## config.mk

```make
export PLATFORM = sky130hd
export DESIGN_NAME = rst_seq
export DESIGN_NICKNAME = d
export VERILOG_FILES = /design/src/rtl/rst_seq.sv
export SDC_FILE = /design/constraint.sdc
export NUM_CORES = 1
export LEC_CHECK = 0
export BUFFER_PORTS_ARGS = -buffer_cell sky130_fd_sc_hd__buf_2
export CORE_MARGIN = 1.5
export CORE_UTILIZATION = 60
export CTS_BUF_LIST = sky130_fd_sc_hd__clkbuf_16
export DETAILED_ROUTE_END_ITERATION = 12
export PLACE_DENSITY = 0.85
export SKIP_LAST_GASP = 1
export SYNTH_ARGS = -nofsm -noshare
export SYNTH_HDL_FRONTEND = slang
export SYNTH_SLANG_ARGS = --single-unit
```

## constraint.sdc

```tcl
create_clock -name clk -period 2.3 [get_ports clk]
set_input_delay 0.23 -clock clk [delete_from_list [all_inputs] [get_ports clk]]
set_output_delay 0.23 -clock clk [all_outputs]
set_load 0.03 [all_outputs]
```

## src/rtl/rst_seq.sv

```systemverilog
// rst_seq: multi-channel reset synchronizer and sequencer.
// An external reset request is synchronized into clk, held for a minimum
// time, then NUM_CH active-low resets are released one by one in
// ascending order with a fixed gap. After sequencing, each channel can be
// re-reset on its own by a software pulse. A low synchronized request
// at any time aborts everything back to the reset state.
module rst_seq #(
    parameter int NUM_CH      = 4,
    parameter int SYNC_STAGES = 2,
    parameter int HOLD_CYCLES = 8,
    parameter int GAP_CYCLES  = 4
) (
    input  logic              clk,
    input  logic              rstn_master,
    input  logic              rstn_in,
    input  logic [NUM_CH-1:0] sw_rst_req,
    output logic [NUM_CH-1:0] rstn_out,
    output logic              busy,
    output logic              seq_done
);

    // Counter sizing: one counter width serves hold, gap and soft-reset timing.
    localparam int MAX_CNT = (HOLD_CYCLES > GAP_CYCLES) ? HOLD_CYCLES : GAP_CYCLES;
    localparam int CW      = $clog2(MAX_CNT + 1);
    localparam int CHW     = $clog2(NUM_CH + 1);

    localparam logic [CW-1:0]  CNT_ZERO  = {CW{1'b0}};
    localparam logic [CW-1:0]  CNT_ONE   = CW'(1);
    localparam logic [CW-1:0]  HOLD_LAST = CW'(HOLD_CYCLES - 1);
    localparam logic [CW-1:0]  GAP_LAST  = CW'(GAP_CYCLES - 1);
    localparam logic [CW-1:0]  HOLD_LOAD = CW'(HOLD_CYCLES);
    localparam logic [CHW-1:0] CH_ZERO   = {CHW{1'b0}};
    localparam logic [CHW-1:0] CH_ONE    = CHW'(1);
    localparam logic [CHW-1:0] CH_LAST   = CHW'(NUM_CH - 1);

    typedef enum logic [1:0] {
        ST_RESET   = 2'b00,
        ST_HOLD    = 2'b01,
        ST_RELEASE = 2'b10,
        ST_DONE    = 2'b11
    } state_t;

    // Synchronizer chain; sync_q_s is the last stage.
    logic [SYNC_STAGES-1:0] sync_r;
    logic                   sync_q_s;

    // Sequencer state.
    state_t            state_r, state_s;
    logic [CW-1:0]     cnt_r, cnt_s;
    logic [CHW-1:0]    ch_r, ch_s;
    logic [NUM_CH-1:0] out_r, out_s;
    logic              busy_r, busy_s;
    logic              done_r, done_s;

    // Per-channel soft-reset countdown; non-zero means the channel is held low.
    logic [CW-1:0] sw_cnt_r [NUM_CH];
    logic [CW-1:0] sw_cnt_s [NUM_CH];

    assign sync_q_s = sync_r[SYNC_STAGES-1];
    assign rstn_out = out_r;
    assign busy     = busy_r;
    assign seq_done = done_r;

    // Shift the external reset request through the synchronizer chain.
    always_ff @(posedge clk or negedge rstn_master) begin
        if (!rstn_master) begin
            sync_r <= {SYNC_STAGES{1'b0}};
        end else begin
            sync_r <= {sync_r[SYNC_STAGES-2:0], rstn_in};
        end
    end

    // Sequencer state and output registers.
    always_ff @(posedge clk or negedge rstn_master) begin
        if (!rstn_master) begin
            state_r <= ST_RESET;
            cnt_r   <= CNT_ZERO;
            ch_r    <= CH_ZERO;
            out_r   <= {NUM_CH{1'b0}};
            busy_r  <= 1'b0;
            done_r  <= 1'b0;
            for (int i = 0; i < NUM_CH; i++) begin
                sw_cnt_r[i] <= CNT_ZERO;
            end
        end else begin
            state_r <= state_s;
            cnt_r   <= cnt_s;
            ch_r    <= ch_s;
            out_r   <= out_s;
            busy_r  <= busy_s;
            done_r  <= done_s;
            for (int i = 0; i < NUM_CH; i++) begin
                sw_cnt_r[i] <= sw_cnt_s[i];
            end
        end
    end

    // Next-state, counter and output computation for the sequencer.
    always_comb begin
        state_s = state_r;
        cnt_s   = cnt_r;
        ch_s    = ch_r;
        out_s   = out_r;
        busy_s  = busy_r;
        done_s  = done_r;
        for (int i = 0; i < NUM_CH; i++) begin
            sw_cnt_s[i] = sw_cnt_r[i];
        end

        if (!sync_q_s) begin
            // A low synchronized request overrides everything, including
            // any soft reset arriving on the same edge.
            state_s = ST_RESET;
            cnt_s   = CNT_ZERO;
            ch_s    = CH_ZERO;
            out_s   = {NUM_CH{1'b0}};
            busy_s  = 1'b0;
            done_s  = 1'b0;
            for (int i = 0; i < NUM_CH; i++) begin
                sw_cnt_s[i] = CNT_ZERO;
            end
        end else begin
            case (state_r)
                ST_RESET: begin
                    state_s = ST_HOLD;
                    cnt_s   = CNT_ZERO;
                    ch_s    = CH_ZERO;
                    out_s   = {NUM_CH{1'b0}};
                    busy_s  = 1'b1;
                    done_s  = 1'b0;
                end
                ST_HOLD: begin
                    if (cnt_r == HOLD_LAST) begin
                        cnt_s    = CNT_ZERO;
                        out_s[0] = 1'b1;
                        if (NUM_CH == 1) begin
                            // Single channel: the hold release is also the last release.
                            state_s = ST_DONE;
                            ch_s    = CH_ZERO;
                            busy_s  = 1'b0;
                            done_s  = 1'b1;
                        end else begin
                            state_s = ST_RELEASE;
                            ch_s    = CH_ONE;
                        end
                    end else begin
                        cnt_s = cnt_r + CNT_ONE;
                    end
                end
                ST_RELEASE: begin
                    if (cnt_r == GAP_LAST) begin
                        cnt_s = CNT_ZERO;
                        ch_s  = ch_r + CH_ONE;
                        for (int i = 0; i < NUM_CH; i++) begin
                            if (ch_r == CHW'(i)) begin
                                out_s[i] = 1'b1;
                            end else begin
                                out_s[i] = out_r[i];
                            end
                        end
                        if (ch_r == CH_LAST) begin
                            state_s = ST_DONE;
                            busy_s  = 1'b0;
                            done_s  = 1'b1;
                        end else begin
                            state_s = ST_RELEASE;
                        end
                    end else begin
                        cnt_s = cnt_r + CNT_ONE;
                    end
                end
                ST_DONE: begin
                    busy_s = 1'b0;
                    done_s = 1'b1;
                    // Each channel runs its own soft-reset countdown; a new
                    // request while low simply reloads it.
                    for (int i = 0; i < NUM_CH; i++) begin
                        if (sw_rst_req[i]) begin
                            sw_cnt_s[i] = HOLD_LOAD;
                            out_s[i]    = 1'b0;
                        end else if (sw_cnt_r[i] != CNT_ZERO) begin
                            sw_cnt_s[i] = sw_cnt_r[i] - CNT_ONE;
                            if (sw_cnt_r[i] == CNT_ONE) begin
                                out_s[i] = 1'b1;
                            end else begin
                                out_s[i] = 1'b0;
                            end
                        end else begin
                            out_s[i] = 1'b1;
                        end
                    end
                end
                default: begin
                    state_s = ST_RESET;
                    cnt_s   = CNT_ZERO;
                    ch_s    = CH_ZERO;
                    out_s   = {NUM_CH{1'b0}};
                    busy_s  = 1'b0;
                    done_s  = 1'b0;
                end
            endcase
        end
    end

endmodule

```

==> results_dict.tcl <==
set metrics [dict create \
    synth_seq_cells 33 \
    setup.worst_path.end_class "register" \
    dieWidth_um 60.6 \
    setup_crit_path_kind "register to register" \
    clk_root_buffer_cell "clkbuf_16" \
    totalNegativeSetupSlack_ns 0 \
    num_io_pins 13 \
    synth_area_um2 1990 \
    cp.arrival_ns 2.14 \
    max_freq_ghz 0.506 \
    syn-instance-count 214 \
    cts.reportedPaths.clkPinSlew_ns 0.05 \
    finalSetupViolations 0 \
    async_flop_share 1.00 \
    wire_per_inst_um 15.3 \
    cts_tree "yes" \
    syn-mean-instance-area_um2 9.30 \
    grtUsageTotal 0.269 \
    die_h_um 60.6 \
    clock_tree.htree_level_count 2 \
    final-max-slew-violation-count 0 \
    cp_top_family "simple AND/OR/NAND/NOR gates" \
    fp.dieArea_um2 3670 \
    numPortBuffers 12 \
    gp_congestion 0.833 \
    total_power_mw 2.20 \
    route.final.wire_length_um 4240 \
    regToRegEndpoint "ch_r[1]$_DFFE_PN0P_" \
    grt_max_degree 34 \
    sequential_element_share_of_the_synthesized_area 0.415 \
    mappedNetlistNets 239 \
    core_um2 3100 \
    tightestPinTransition_ns 0.714 \
    grt_overflow 0 \
    ys_warn_count 0 \
    max-vdd-ir-drop_uv 982 \
    antenna_violating_nets_post_route 0 \
    timing_hold_violations_final 0 \
    worstPathMaxFanout 6 \
    n_antenna_cell 0 \
    ys_top_cells_by_count "dfrtp_1, a21oi_1, inv_1" \
    synth_enable_flop_cells 0 \
    cpMaxStageDelayCell "or3b_1" \
    synth_top_area_cell "dfrtp_1" \
    drcViolationCount 0 \
    areaGrowthSynthToFinish_pct 14.1 \
    wire_length_of_the_first_global_routing_pass_um 7160 \
    detail_route.vias_per_cell 6.05 \
    min-delay-path-class "input port to async pin" \
    initialDrtViolationCount 119 \
    cp.required_ns 2.47 \
    nets_finish 257 \
    slew_headroom 0.524 \
    via_count 1677 \
    ys_types 47 \
    first_global_vias 1571 \
    post_synth_main_area_contributors "dfrtp_1, ha_1, a21oi_1" \
    final.setup_skew_ns 0.00266 \
    ys_dominant_reg_cell "dfrtp_1" \
    hpwl_um 2870 \
    worstSetupStartpointType "register" \
    initial_utilization 0.641 \
    synth.most_common_cell "dfrtp_1" \
    post_cts_resize_count 0 \
    status "completed" \
    numCtsBuffers 5 \
    p_leak_nw 0.963 \
    cts_post_setup_buffers_inserted 0 \
    number_of_antenna_violations_at_the_first_check_in_global_routing 0 \
    path_cells "inv_1 > ha_1 > or3b_1 > a211o_1 > and3_4 > a2bb2o_4" \
    synth_top_cell_area_share 0.415 \
    detail_route.first_pass.iterations 4 \
    total_clock_sinks 33 \
    rsz0062_at_grt "false" \
    max_cap_viol_count 0 \
    r2r_cells 6 \
    fp-row-count 20 \
    clock_latency_ns 0.28 \
    post_cts_hold_buffer_count 0 \
    critical_path_buf_inv_count 1 \
    fin_crit_ns 1.97 \
    timing.reg2reg.setup_slack_ns 0.33 \
    final.period_utilization 0.859 \
    startpoint_of_the_worst_register_to_register_path "state_r[1]$_DFFE_PN0P_" \
    powerDensity_nw_per_um2 971 \
    final_layout_size_suffix_gt1_frac 0.133 \
    max_stage_delay_ns 0.42 \
    max-clock-path-buffers 2 \
]
[worst reg2reg max path, stage by stage, from the launching register on]
cell	delay, ns
dfrtp_1	0.38
inv_1	0.08
ha_1	0.25
or3b_1	0.42
a211o_1	0.34
and3_4	0.20
a2bb2o_4	0.20
[per-layer routing]
metal  track usage  up-vias  share of wire
met5             0        -              0
met4         0.115        0          0.018
met3        0.0789       10          0.059
met2         0.410       53           0.46
met1         0.359      800           0.46
li1              -      814              -
[final cells by class]
class,instances,area [µm²]
sequential,33,826
inverter,20,75.1
clock buffer,5,125
multi-input combinational,156,1060
tap,44,55.1
timing repair buffer,16,90.1
fill,242,833
clock inverter,3,37.5
[stage by stage]
step	worst slack, ns	instance area (µm²)	cells	hold slack [ns]	util
final	0.325	2270	277	0.00429	0.731
after global routing	0.252	2270	277	0.0482	0.731
after CTS	0.351	2270	277	0.0317	0.731
after detailed placement	0.378	2110	269	0.327	0.679
after global placement	0.425	2110	269	0.329	0.679
after floorplan	0.403	1990	214	-0.0656	-
[registers in the layout, summed over array words and instances (netlist names)]
register / count
busy: 1
rstn_out: 4
sync_r: 2
sw_cnt_r: 16
seq_done: 1
ch_r: 3
state_r: 2
cnt_r: 4
[cell families (layout without fill, tap and decap cells)]
family / after synthesis / in the layout / share of synthesized area
buf+inv: 25 / 44 / 0.0516
mux: 1 / 1 / 0.00566
simple gates: 74 / 74 / 0.205
fa+ha+maj: 18 / 18 / 0.113
flops: 33 / 33 / 0.415
compound gates: 63 / 63 / 0.209
[report_power, final]
group          total (mW)  switching, mW  internal (mW)  leakage [nW]
logic               0.728          0.470          0.257         0.431
registers           0.739         0.0729          0.666         0.449
clock network       0.738          0.235          0.502        0.0826
total                2.20          0.779           1.43         0.963
[worst max-delay path by stage]
stage | startpoint | end | slack, ns | depth (start not counted)
2_1_floorplan | state_r[0]$_DFFE_PN0P_ | ch_r[1]$_DFFE_PN0P_ | 0.40 | 7
3_3_place_gp | state_r[1]$_DFFE_PN0P_ | ch_r[1]$_DFFE_PN0P_ | 0.43 | 6
3_5_place_dp | state_r[1]$_DFFE_PN0P_ | ch_r[1]$_DFFE_PN0P_ | 0.38 | 6
4_1_cts | state_r[1]$_DFFE_PN0P_ | ch_r[1]$_DFFE_PN0P_ | 0.35 | 6
5_1_grt | state_r[1]$_DFFE_PN0P_ | state_r[0]$_DFFE_PN0P_ | 0.25 | 5
6_report | state_r[1]$_DFFE_PN0P_ | ch_r[1]$_DFFE_PN0P_ | 0.33 | 6
[layout by cell type (no fill, tap or decap), drive strengths merged, types with 3 or more instances in the layout]
cell,Yosys,layout
a211oi,5,5
o2111ai,3,3
a21oi,25,25
nand2b,3,3
clkbuf,2,5
ha,18,18
nand3,8,8
o21ai,10,10
nor3,7,7
nor2,13,13
inv,19,20
dfrtp,33,33
nor3b,3,3
o41ai,4,4
nand2,17,17
buf,3,16
o21a,3,3
nand3b,3,3
nand4b,3,3
or3,5,5
Note: power is estimated with default switching activity, not from simulation.
